[config.mk]
export PLATFORM = sky130hd
export DESIGN_NAME = eq_sample_scheduler
export DESIGN_NICKNAME = d
export VERILOG_FILES = /design/src/rtl/eq_pkg.sv /design/src/rtl/eq_sample_tick.sv /design/src/rtl/eq_sample_scheduler.sv
export SDC_FILE = /design/constraint.sdc
export NUM_CORES = 1
export LEC_CHECK = 0
export CORE_AREA = 2 2 117 119
export DETAILED_ROUTE_END_ITERATION = 6
export DIE_AREA = 0 0 119 121
export GPL_TIMING_DRIVEN = 0
export MAX_ROUTING_LAYER = met4
export PLACE_DENSITY = 0.56
export SETUP_SLACK_MARGIN = 0.05
export SYNTH_ARGS = -nofsm -noshare
export SYNTH_HDL_FRONTEND = slang
export SYNTH_SLANG_ARGS = --single-unit
[constraint.sdc]
create_clock -name clk -period 6 [get_ports clk]
set_input_delay 0.9 -clock clk [delete_from_list [all_inputs] [get_ports clk]]
set_output_delay 0.9 -clock clk [all_outputs]
set_load 0.01 [all_outputs]
[src/rtl/eq_pkg.sv]
// Shared definitions for the equalizer sample scheduler: FSM encoding,
// default parameter values and signed saturation limits.
package eq_pkg;

    localparam int TICK_MAX_DEF = 2267;  // 100 MHz / 2268 ~= 44.09 kHz
    localparam int NBANDS_DEF   = 3;
    localparam int DW_DEF       = 16;

    typedef enum logic [2:0] {
        S_IDLE      = 3'd0,
        S_ADC       = 3'd1,
        S_BAND_GO   = 3'd2,
        S_BAND_WAIT = 3'd3,
        S_DAC       = 3'd4
    } state_t;

    // Largest / smallest value representable in a dw-bit signed sample.
    function automatic int sat_max(input int dw);
        return (1 << (dw - 1)) - 1;
    endfunction

    function automatic int sat_min(input int dw);
        return -(1 << (dw - 1));
    endfunction

endpackage

[src/rtl/eq_sample_tick.sv]
// Sample-rate tick generator: counts 0..TICK_MAX while enabled and flags
// the terminal count; held at zero while disabled.
module eq_sample_tick
    import eq_pkg::*;
#(
    parameter int TICK_MAX = TICK_MAX_DEF
) (
    input  logic clk,
    input  logic reset,
    input  logic en,
    output logic tick
);

    localparam int CW = (TICK_MAX > 0) ? $clog2(TICK_MAX + 1) : 1;
    localparam logic [CW-1:0] LAST = CW'(TICK_MAX);

    logic [CW-1:0] cnt;

    // Free-running period counter, parked at zero whenever en is low.
    always_ff @(posedge clk) begin
        if (!reset) begin
            cnt <= '0;
        end else if (!en || cnt == LAST) begin
            cnt <= '0;
        end else begin
            cnt <= cnt + CW'(1);
        end
    end

    assign tick = en && (cnt == LAST);

endmodule

[src/rtl/eq_sample_scheduler.sv]
// Per-sample sequencer: fetch one ADC sample, run it through each band of a
// shared filter, sum the band outputs, saturate, and hand the result to the DAC.
module eq_sample_scheduler
    import eq_pkg::*;
#(
    parameter int TICK_MAX = TICK_MAX_DEF,
    parameter int NBANDS   = NBANDS_DEF,
    parameter int DW       = DW_DEF,
    localparam int SW      = (NBANDS > 1) ? $clog2(NBANDS) : 1
) (
    input  logic                 clk,
    input  logic                 reset,
    input  logic                 en,
    output logic                 adc_req,
    input  logic                 adc_ack,
    input  logic signed [DW-1:0] adc_data,
    output logic                 band_start,
    output logic [SW-1:0]        band_sel,
    output logic [DW-1:0]        band_in,
    input  logic                 band_done,
    input  logic signed [DW-1:0] band_out,
    output logic                 dac_valid,
    output logic [DW-1:0]        dac_data,
    input  logic                 dac_ready,
    output logic                 busy,
    output logic                 overrun,
    input  logic                 overrun_clr
);

    // One guard bit beyond the growth of NBANDS additions.
    localparam int AW = DW + $clog2(NBANDS) + 1;
    localparam logic [SW-1:0]        LAST_BAND = SW'(NBANDS - 1);
    localparam logic signed [AW-1:0] ACC_HI    = AW'(sat_max(DW));
    localparam logic signed [AW-1:0] ACC_LO    = AW'(sat_min(DW));
    localparam logic [DW-1:0]        OUT_HI    = DW'(sat_max(DW));
    localparam logic [DW-1:0]        OUT_LO    = DW'(sat_min(DW));

    logic tick;

    eq_sample_tick #(.TICK_MAX(TICK_MAX)) u_tick (
        .clk   (clk),
        .reset (reset),
        .en    (en),
        .tick  (tick)
    );

    state_t                state, state_n;
    logic signed [AW-1:0]  acc, acc_n, acc_sum;
    logic                  adc_req_n, band_start_n, dac_valid_n, busy_n, overrun_n;
    logic [SW-1:0]         band_sel_n;
    logic [DW-1:0]         band_in_n, dac_data_n;

    assign acc_sum = acc + {{(AW - DW){band_out[DW-1]}}, band_out};

    // State and every output are registered from the next-value logic below.
    always_ff @(posedge clk) begin
        if (!reset) begin
            state      <= S_IDLE;
            adc_req    <= 1'b0;
            band_start <= 1'b0;
            band_sel   <= '0;
            band_in    <= '0;
            acc        <= '0;
            dac_valid  <= 1'b0;
            dac_data   <= '0;
            busy       <= 1'b0;
            overrun    <= 1'b0;
        end else begin
            state      <= state_n;
            adc_req    <= adc_req_n;
            band_start <= band_start_n;
            band_sel   <= band_sel_n;
            band_in    <= band_in_n;
            acc        <= acc_n;
            dac_valid  <= dac_valid_n;
            dac_data   <= dac_data_n;
            busy       <= busy_n;
            overrun    <= overrun_n;
        end
    end

    // Next state and next output values; pulses default low, data holds.
    always_comb begin
        state_n      = state;
        adc_req_n    = 1'b0;
        band_start_n = 1'b0;
        band_sel_n   = band_sel;
        band_in_n    = band_in;
        acc_n        = acc;
        dac_valid_n  = 1'b0;
        dac_data_n   = dac_data;
        overrun_n    = overrun_clr ? 1'b0 : overrun;

        // A tick while a frame is still running is dropped and flagged;
        // setting wins over a simultaneous clear.
        if (tick && state != S_IDLE) overrun_n = 1'b1;

        case (state)
            S_IDLE: begin
                if (tick) begin
                    state_n   = S_ADC;
                    adc_req_n = 1'b1;
                end
            end
            S_ADC: begin
                if (adc_ack) begin
                    band_in_n    = adc_data;
                    state_n      = S_BAND_GO;
                    band_start_n = 1'b1;
                end else begin
                    adc_req_n = 1'b1;
                end
            end
            S_BAND_GO: begin
                state_n = S_BAND_WAIT;
            end
            S_BAND_WAIT: begin
                if (band_done) begin
                    acc_n = acc_sum;
                    if (band_sel != LAST_BAND) begin
                        band_sel_n   = band_sel + SW'(1);
                        state_n      = S_BAND_GO;
                        band_start_n = 1'b1;
                    end else begin
                        state_n     = S_DAC;
                        dac_valid_n = 1'b1;
                        if (acc_sum > ACC_HI)      dac_data_n = OUT_HI;
                        else if (acc_sum < ACC_LO) dac_data_n = OUT_LO;
                        else                       dac_data_n = acc_sum[DW-1:0];
                    end
                end
            end
            S_DAC: begin
                if (dac_ready) begin
                    state_n    = S_IDLE;
                    acc_n      = '0;
                    band_sel_n = '0;
                end else begin
                    dac_valid_n = 1'b1;
                end
            end
            default: state_n = S_IDLE;
        endcase

        busy_n = (state_n != S_IDLE);
    end

endmodule

Yosys cells after proc, flatten, opt, wreduce, memory -nomap -nowiden

Cells that the tools add are included.

Word-level logic and storage cells: 69
Bits in registers: 73
Input bits: 39

Equality and inequality tests: 9
Bitwise logic cells: 2
Add/sub/neg operators: 3
Muxes and demuxes: 28
Order comparisons: 2
Reduce and logical (&&, ||, !) cells: 14

Operators by type and width:

| cell                  | count |
|---|---|
| $mux 19               | 2 |
| $pmux 19 s2           | 1 |
| $mux 16               | 2 |
| $add 19x19->19        | 1 |
| $gt 19x16->1 const B  | 1 |
| $lt 19x16->1 const B  | 1 |
| $mux 3                | 5 |
| $pmux 3 s5            | 1 |
| $add 12x1->12 const B | 1 |
| $eq 12x12->1 const B  | 1 |
| $mux 1                | 10 |
| $ne 2x2->1 const B    | 4 |
| $eq 3x2->1 const B    | 2 |
| $mux 2                | 3 |
| $pmux 1 s2            | 3 |
| $reduce_and 3->1      | 2 |
| $reduce_bool 3->1     | 2 |
| $pmux 2 s2            | 1 |
| $reduce_and 4->1      | 1 |
| $reduce_bool 2->1     | 2 |
| $eq 3x1->1 const B    | 1 |
| $eq 3x3->1 const B    | 1 |
| $logic_not 3->1       | 1 |
| $add 2x1->2 const B   | 1 |
| 6 further kinds       | 8 |

Longest topological paths before layout

Gate-level depths: netlist of the first run.

Word-level depth: 5
Gate-level depth with buffers: 12
Gate-level depth less buffers: 11

By module

Synthesis of the first run repeated with hierarchy kept, for this count alone.

Cells, all modules: 450
Area, all modules: 3898.7 sq um

By module, submodules not included:

| module              | times used | cells each | area an instance (sq um) |
|---|---|---|---|
| eq_sample_scheduler | 1          | 392        | 3369.5 |
| eq_sample_tick      | 1          | 58         | 529.3 |

Least setup slack after synthesis of the first run

OpenSTA, ideal clock, no wires.

Path kind: input to register
From: input band_out[0]
To: register dac_data[10]
Buffers on the path: 1
Cell stages on the path: 12
Data arrival time: 3.436 ns
Slack: 2.442 ns
Cells stage by stage: ha_1 fa_1 a21o_1 a311oi_2 or3_4 a31oi_4 xnor2_1 nand2_1 and3_4 o32ai_4 buf_6 a21oi_2

Longest elaborated chain between the ends: 4
Elaborated cells between the ends (all ways): 5

Ends and longest elaborated chain:

| item                   | line                       | source |
|---|---|---|
| start: declaration     | eq_sample_scheduler.sv:21  | `input logic signed [DW-1:0] band_out,` |
| $add 19x19->19 *       | eq_sample_scheduler.sv:53  | `assign acc_sum = acc + {{(AW - DW){band_out[DW-1]}}, band_out};` |
| $lt 19x16->1           | eq_sample_scheduler.sv:128 | `else if (acc_sum < ACC_LO) dac_data_n = OUT_LO;` |
| $mux 16                | eq_sample_scheduler.sv:128 |  |
| $mux 16 *              | eq_sample_scheduler.sv:127 | `if (acc_sum > ACC_HI) dac_data_n = OUT_HI;` |
| end signal: assignment | eq_sample_scheduler.sv:76  | `dac_data <= dac_data_n;` |
| end: declaration       | eq_sample_scheduler.sv:23  | `output logic [DW-1:0] dac_data,` |

Every way passes the cells marked *; elsewhere a longest branch is shown, timed or not.
A chain may end at the register's enable or synchronous reset.

Worst setup path in the final report of the first run

From: input band_out[0]
To: register dac_data[11]

Same word-level chain as after synthesis.

==> impl_metrics.csv, run 1 <==
group,metric,value,unit
flow_run,maxCapViolCount,0,
final_layout,area.sequential,0.00146,mm^2
grt,grt_use_total,14.6,%
grt,globalRouteOverflowTotal,0,
sta,fmax,251,MHz
pwr,vdd_ir_drop_max,128,uV
clock_tree,cts_max_level,3,
grt,first_global_vias,3336,
sta,hold_violations,0,
route,antenna_violating_nets_post_route,0,
worst_setup_path,r2r-end,"dac_data[11]",
final_layout,mostFrequentLayoutCell,"clkdlybuf4s50_1",
final_layout,multi_input_comb_area,0.00227,mm^2
synthesis,synth.yosys.seq_area_share,37.8,%
die,die_x,119,um
pwr,pwr_per_cell_area,213,mW/mm^2
worst_setup_path,worst-path-max-fanout,10,
synthesis,post_synth_inst_count,439,
sta,final.setup_skew,0.00670,ns
die,pin_count,78,
die,core.rowCount,42,
grt,grt_max_degree,13,
worst_setup_path,critPathLaunchType,"input port",
synthesis,syn-mean-instance-area,8.80,um^2
clock_tree,clock_sinks,73,
synthesis,yosysWarningCount,0,
clock_tree,worstSkewPairLatency,0.33,ns
route,via_count,3396,
clock_tree,cts-root-buf,"clkbuf_16",
synthesis,ys_ff_latch,73,
sta,grt_setup_unrepaired,"no",
final_layout,layout.cells.most_common_list,"77 x clkdlybuf4s50_1, 73 x dfxtp_1, 52 x nand2_1",
worst_setup_path,rr_worst_depth,12,
final_layout,drive_above_1_share,8.30,%
pwr,cellLeakagePower,0.00180,uW
run_status,outcome,"completed",
die,effective_utilization_at_floorplan,29.5,%
route,detail_route.first_pass.iterations,5,
clock_tree,clock_buffer_count_from_cts,9,
worst_setup_path,timing_worst_setup_path_type,"in2reg",
final_layout,final_net_count,587,
route,avgViaCountPerCell,4.81,
route,post-route-drc-count,0,
die,dieHeight,121,um
grt,grt_pass1_wl,16400,um
final_layout,antenna-diode-count,0,
sta,setup-violations-final,0,
die,die-area,0.0144,mm^2
sta,worst_pin_slew,1.01,ns
sta,post-route-period-util,66.5,%
clock_tree,post_cts_setup_buffers,0,
worst_setup_path,worst-endpoint-arrival,4.21,ns
worst_setup_path,crit_required,6.22,ns
sta,timing.slew.headroom,32.8,%
route,drt-wirelength-per-cell,14.0,um
synthesis,synth_top_area_share,37.8,%
min_path,whs_path_depth,2,
sta,minimum_hold_slack,0.465,ns
min_path,hold_path_end,"band_in[2]",
sta,fin_crit,3.99,ns
synthesis,mappedNetlistNets,499,
placement,routability_cong,0.883,
synthesis,synth_top_cell_by_area,"dfxtp_1",
die,floorplan.core_area,0.0131,mm^2
synthesis,synth-async-reset-ratio,0,%
route,totalWireLength,9910,um
final_layout,area_growth_syn_to_layout,33.0,%
clock_tree,cts_repair_resize_count,0,
sta,timing.final.max_slew_violations,0,
synthesis,synth.cell_area,0.00386,mm^2
placement,numPortBuffers,77,
clock_tree,cts_tree,"done",
min_path,holdCritPathClass,"reg2reg",
synthesis,synth-main-ff-cell,"dfxtp_1",
worst_setup_path,worst_setup_path_end_kind,"register",
clock_tree,cts_hold_buffers,0,
synthesis,yosysUniqueCellTypes,61,
sta,sum_neg_setup_slack,0,ns
min_path,min_from,"band_in[2]",
final_layout,n_fill_cell,1320,
clock_tree,clkTransAtPathRegs,0.06,ns
grt,grt_antenna_before_repair,0,
route,dr.first_iter.drc_count,94,
placement,hpwl,7560,um
synthesis,yosys-top-cells-area,"dfxtp_1 38%, ha_1 6.5%, nand2_1 5.1%",
worst_setup_path,rrSetupSlack,2.75,ns
clock_tree,cts-root-to-sink-buffers,2,
worst_setup_path,worst_r2r_src,"acc[0]",
synthesis,synth_edf_count,0,
-- metal layers --
metal | global-route usage [%] | up-vias | share of wire (%)
li1 | - | 1743 | -
met1 | 19.8 | 1577 | 50
met2 | 21.8 | 62 | 44
met3 | 2.35 | 14 | 3.0
met4 | 5.80 | 0 | 2.2
met5 | - | - | 0
-- cell type report --
| cell class | count | share of cell area [%] |
|---|---|---|
| Clock inverter | 5 | 1.14 |
| Tap cell | 176 | 4.29 |
| Timing Repair Buffer | 77 | 15.0 |
| Multi-Input combinational cell | 338 | 44.2 |
| Sequential cell | 73 | 28.4 |
| Buffer | 22 | 2.14 |
| Clock buffer | 9 | 4.38 |
| Inverter | 6 | 0.438 |
-- worst max-delay path by stage --
stage,end,cells past startpoint,startpoint
6_report,dac_data[11],13,band_out[0]
5_1_grt,dac_data[11],13,band_out[0]
4_1_cts,dac_data[11],13,band_out[0]
3_5_place_dp,dac_data[11],13,band_out[0]
3_3_place_gp,dac_data[11],13,band_out[0]
2_1_floorplan,dac_data[10],12,band_out[0]
-- sequential cells by signal, summed over array words and instances, names as in the netlist --
signal,cells
busy,1
acc,19
band_in,16
band_sel,2
state,3
dac_valid,1
overrun,1
u_tick.cnt,12
adc_req,1
dac_data,16
band_start,1
-- cells in the mapped netlist, types with 2 or more instances --
master    instances
dfxtp_1          73
nand2_1          52
o21ai_0          30
a21oi_1          26
nor2_1           26
a21boi_0         21
ha_1             20
nor2b_1          19
clkbuf_1         17
xnor2_1          15
a22oi_1          13
nand3_1          12
a21oi_2          10
and2_1           10
o21ai_1          10
xor2_1            9
inv_1             6
nand4_1           6
nor3_1            6
a21o_1            3
and3_1            3
buf_6             3
nor3b_1           3
o31ai_1           3
or3_1             3
a31oi_1           2
o211a_1           2
o22ai_1           2
or2_2             2
-- per-stage QoR --
step                cell area (um^2)  utilization (%)  instances  worst slack, ns  power [uW]
global placement                4850             37.1        692             1.67         577
floorplan                       3860                -        439             2.44         537
global route                    5140             39.3        706             1.80        1130
finish                          5140             39.3        706             2.01        1090
CTS                             5140             39.3        706             2.00        1110
detailed placement              4850             37.1        692             1.66         577
-- power breakdown --
group          internal (uW)  switching [uW]  leakage (uW)
Sequential               485           0.589      0.000588
Clock                    317             209      0.000133
Combinational           42.0            38.3       0.00108
Total                    844             248       0.00180
-- critical path, cell delays in order --
cell and delay (ns):
clkdlybuf4s50_1 0.44, ha_1 0.25, fa_1 0.42, a21o_1 0.23
a311oi_2 0.36, or3_4 0.20, a31oi_4 0.12, xnor2_1 0.29
nand2_1 0.09, and3_4 0.19, o32ai_4 0.41, buf_6 0.23
a21oi_2 0.07
-- kinds of logic after synthesis --
group	Yosys count	synth area share, %
AOI/OAI and AO/OA	138	25.2
xor gates and xnor gates	25	6.15
adders and majority gates	21	6.99
buffers and inverters	28	3.43
DFF	73	37.8
muxes	1	0.259
and+or+nand+nor	153	20.2
Power figures use the tool's default switching activity.
==> run 2, diff against run 1 <==
==> constraint.sdc (replaced) <==
create_clock -name clk -period 3.8 [get_ports clk]
set_input_delay 0.57 -clock clk [delete_from_list [all_inputs] [get_ports clk]]
set_output_delay 0.57 -clock clk [all_outputs]
set_load 0.01 [all_outputs]
==> impl_metrics.csv, run 2 (same netlist as run 1, synthesis figures left out) <==
group,metric,value,unit
worst_setup_path,critPathLaunchType,"input port",
sta,sum_neg_setup_slack,0,ns
route,detail_route.first_pass.iterations,4,
clock_tree,cts_tree,"done",
die,die-area,0.0144,mm^2
route,antenna_violating_nets_post_route,0,
die,core.rowCount,42,
die,dieHeight,121,um
final_layout,area_growth_syn_to_layout,33.2,%
worst_setup_path,worst-path-buf-inv,2,
placement,place_inst,692,
pwr,pwr_per_cell_area,335,mW/mm^2
sta,post-route-worst-setup-slack,0.212,ns
clock_tree,clock_buffer_count_from_cts,9,
sta,timing.slew.headroom,31.9,%
die,effective_utilization_at_floorplan,29.5,%
sta,hold_violations,0,
clock_tree,worstSkewPairLatency,0.33,ns
sta,final.setup_skew,0.00666,ns
route,via_count,3391,
min_path,holdCritPathClass,"reg2reg",
grt,grt_antenna_before_repair,0,
route,avgViaCountPerCell,4.80,
pwr,total_power,1720,uW
sta,timing.final.max_slew_violations,0,
worst_setup_path,worst_setup_path_end_kind,"register",
placement,routability_cong,0.883,
sta,grt_setup_unrepaired,"no",
worst_setup_path,crit_required,4.02,ns
placement,numPortBuffers,77,
clock_tree,cts-root-buf,"clkbuf_16",
final_layout,n_fill_cell,1321,
clock_tree,cts-root-to-sink-buffers,2,
die,floorplan.core_area,0.0131,mm^2
die,pin_count,78,
placement,dp_slack,-0.213,ns
clock_tree,clock_sinks,73,
placement,hpwl,7560,um
pwr,p_sw,391,uW
grt,globalRouteOverflowTotal,0,
worst_setup_path,timing_worst_setup_path_type,"in2reg",
final_layout,final_cells,706,
pwr,vdd_ir_drop_max,202,uV
grt,grt_use_total,14.6,%
clock_tree,cts_max_level,3,
route,post-route-drc-count,0,
grt,grt_pass1_wl,16400,um
final_layout,final_net_count,587,
final_layout,reg.largest.list,"acc x19, band_in x16, dac_data x16",
final_layout,drive_above_1_share,8.49,%
pwr,p_int,1330,uW
final_layout,final_cell_area,0.00515,mm^2
grt,first_global_vias,3336,
sta,fin_crit,3.59,ns
grt,grt_max_degree,13,
worst_setup_path,critPathMaxStageDelay,0.44,ns
final_layout,antenna-diode-count,0,
final_layout,mostFrequentLayoutCell,"clkdlybuf4s50_1",
run_status,outcome,"completed",
worst_setup_path,worst-endpoint-arrival,3.80,ns
worst_setup_path,worst-path-max-fanout,10,
sta,post-route-period-util,94.4,%
pwr,power_frac_clock,48.1,%
pwr,sequential_group_share_of_total_power,44.5,%
worst_setup_path,critical_path.top_delay_family,"compound AO/OA/AOI/OAI gates",
pwr,sw_frac_of_total,22.7,%
worst_setup_path,crit_chain,"clkdlybuf4s50_1 -> ha_1 -> fa_1 -> a21o_1 -> a311oi_2 -> or3_4 -> a31oi_4 -> and4bb_1 -> a31o_1 -> o31a_4 -> buf_6 -> o21ai_1 -> a21oi_2",
pwr,cellLeakagePower,0.00181,uW
route,dr.first_iter.drc_count,99,
clock_tree,clkTransAtPathRegs,0.06,ns
final_layout,regMostFlops,"acc",
final_layout,layout.cells.most_common_list,"77 x clkdlybuf4s50_1, 73 x dfxtp_1, 52 x nand2_1",
flow_run,maxCapViolCount,0,
sta,setup-violations-final,0,
clock_tree,post_cts_setup_buffers,0,
placement,placed_cell_area,0.00485,mm^2
sta,worst_pin_slew,1.02,ns
route,drt-wirelength-per-cell,14.1,um
pwr,p_comb_share,7.4,%
route,totalWireLength,9930,um
worst_setup_path,timing.critical_path.slowest_stage_cell,"clkdlybuf4s50_1",
sta,fmax,279,MHz
final_layout,largest_register_ffs,19,
die,die_x,119,um
-- run 2: cell counts in the layout (fill, tap and decap cells not counted) --
Identical to the previous run, type by type.
-- run 2: power groups by stage --
stage | combinational [uW] | sequential (uW) | clock, uW
after detailed placement | 127 | 784 | 0
after global routing | 140 | 767 | 880
final | 128 | 767 | 829
after CTS | 128 | 767 | 852
after floorplan | 63.9 | 784 | 0
after global placement | 126 | 784 | 0
-- run 2: timing repair --
| item | CTS | global route |
|---|---|---|
| gates resized for setup | 0 | 1 |
| setup endpoints to repair | 0 | 10 |
| hold buffers | 0 | 0 |
-- run 2: cell type report --
type | count | area, um^2 | share of cell area [%]
repair buffers | 77 | 771 | 15.0
inverters | 6 | 22.5 | 0.438
well taps | 176 | 220 | 4.28
multi-input cells | 338 | 2280 | 44.2
clock buffers | 9 | 225 | 4.38
plain buffers | 22 | 110 | 2.14
clock inverters | 5 | 58.8 | 1.14
flip-flops and latches | 73 | 1460 | 28.4
-- run 2: metal layers --
layer / track usage, % / part of all wire (%)
met1: 19.8 / 50
met2: 21.8 / 44
met4: 5.80 / 2.2
met5: - / 0
met3: 2.35 / 3.1
-- run 2: worst reg2reg max path, stage by stage (launching register included) --
cell      delay [ns]
dfxtp_1         0.31
ha_1            0.22
fa_1            0.42
a21o_1          0.23
a311oi_2        0.36
or3_4           0.20
a31oi_4         0.13
and4bb_1        0.23
a31o_1          0.19
o31a_4          0.37
buf_6           0.15
o21ai_1         0.18
a21oi_2         0.08
-- run 2: final timing paths --
path	from	endpoint	slack (ns)	cells after the start
hold reg to reg	band_in[2]	band_in[2]	0.46	2
setup / recovery	band_out[0]	dac_data[5]	0.21	13
hold / removal	band_in[2]	band_in[2]	0.46	2
setup reg to reg	acc[0]	dac_data[5]	0.62	12
-- run 2: metrics by stage --
stage / hold slack (ns) / util, %
floorplan: 0.430 / -
CTS: 0.473 / 39.3
global route: 0.492 / 39.3
finish: 0.465 / 39.3
global placement: 0.448 / 37.1
detailed placement: 0.465 / 37.1
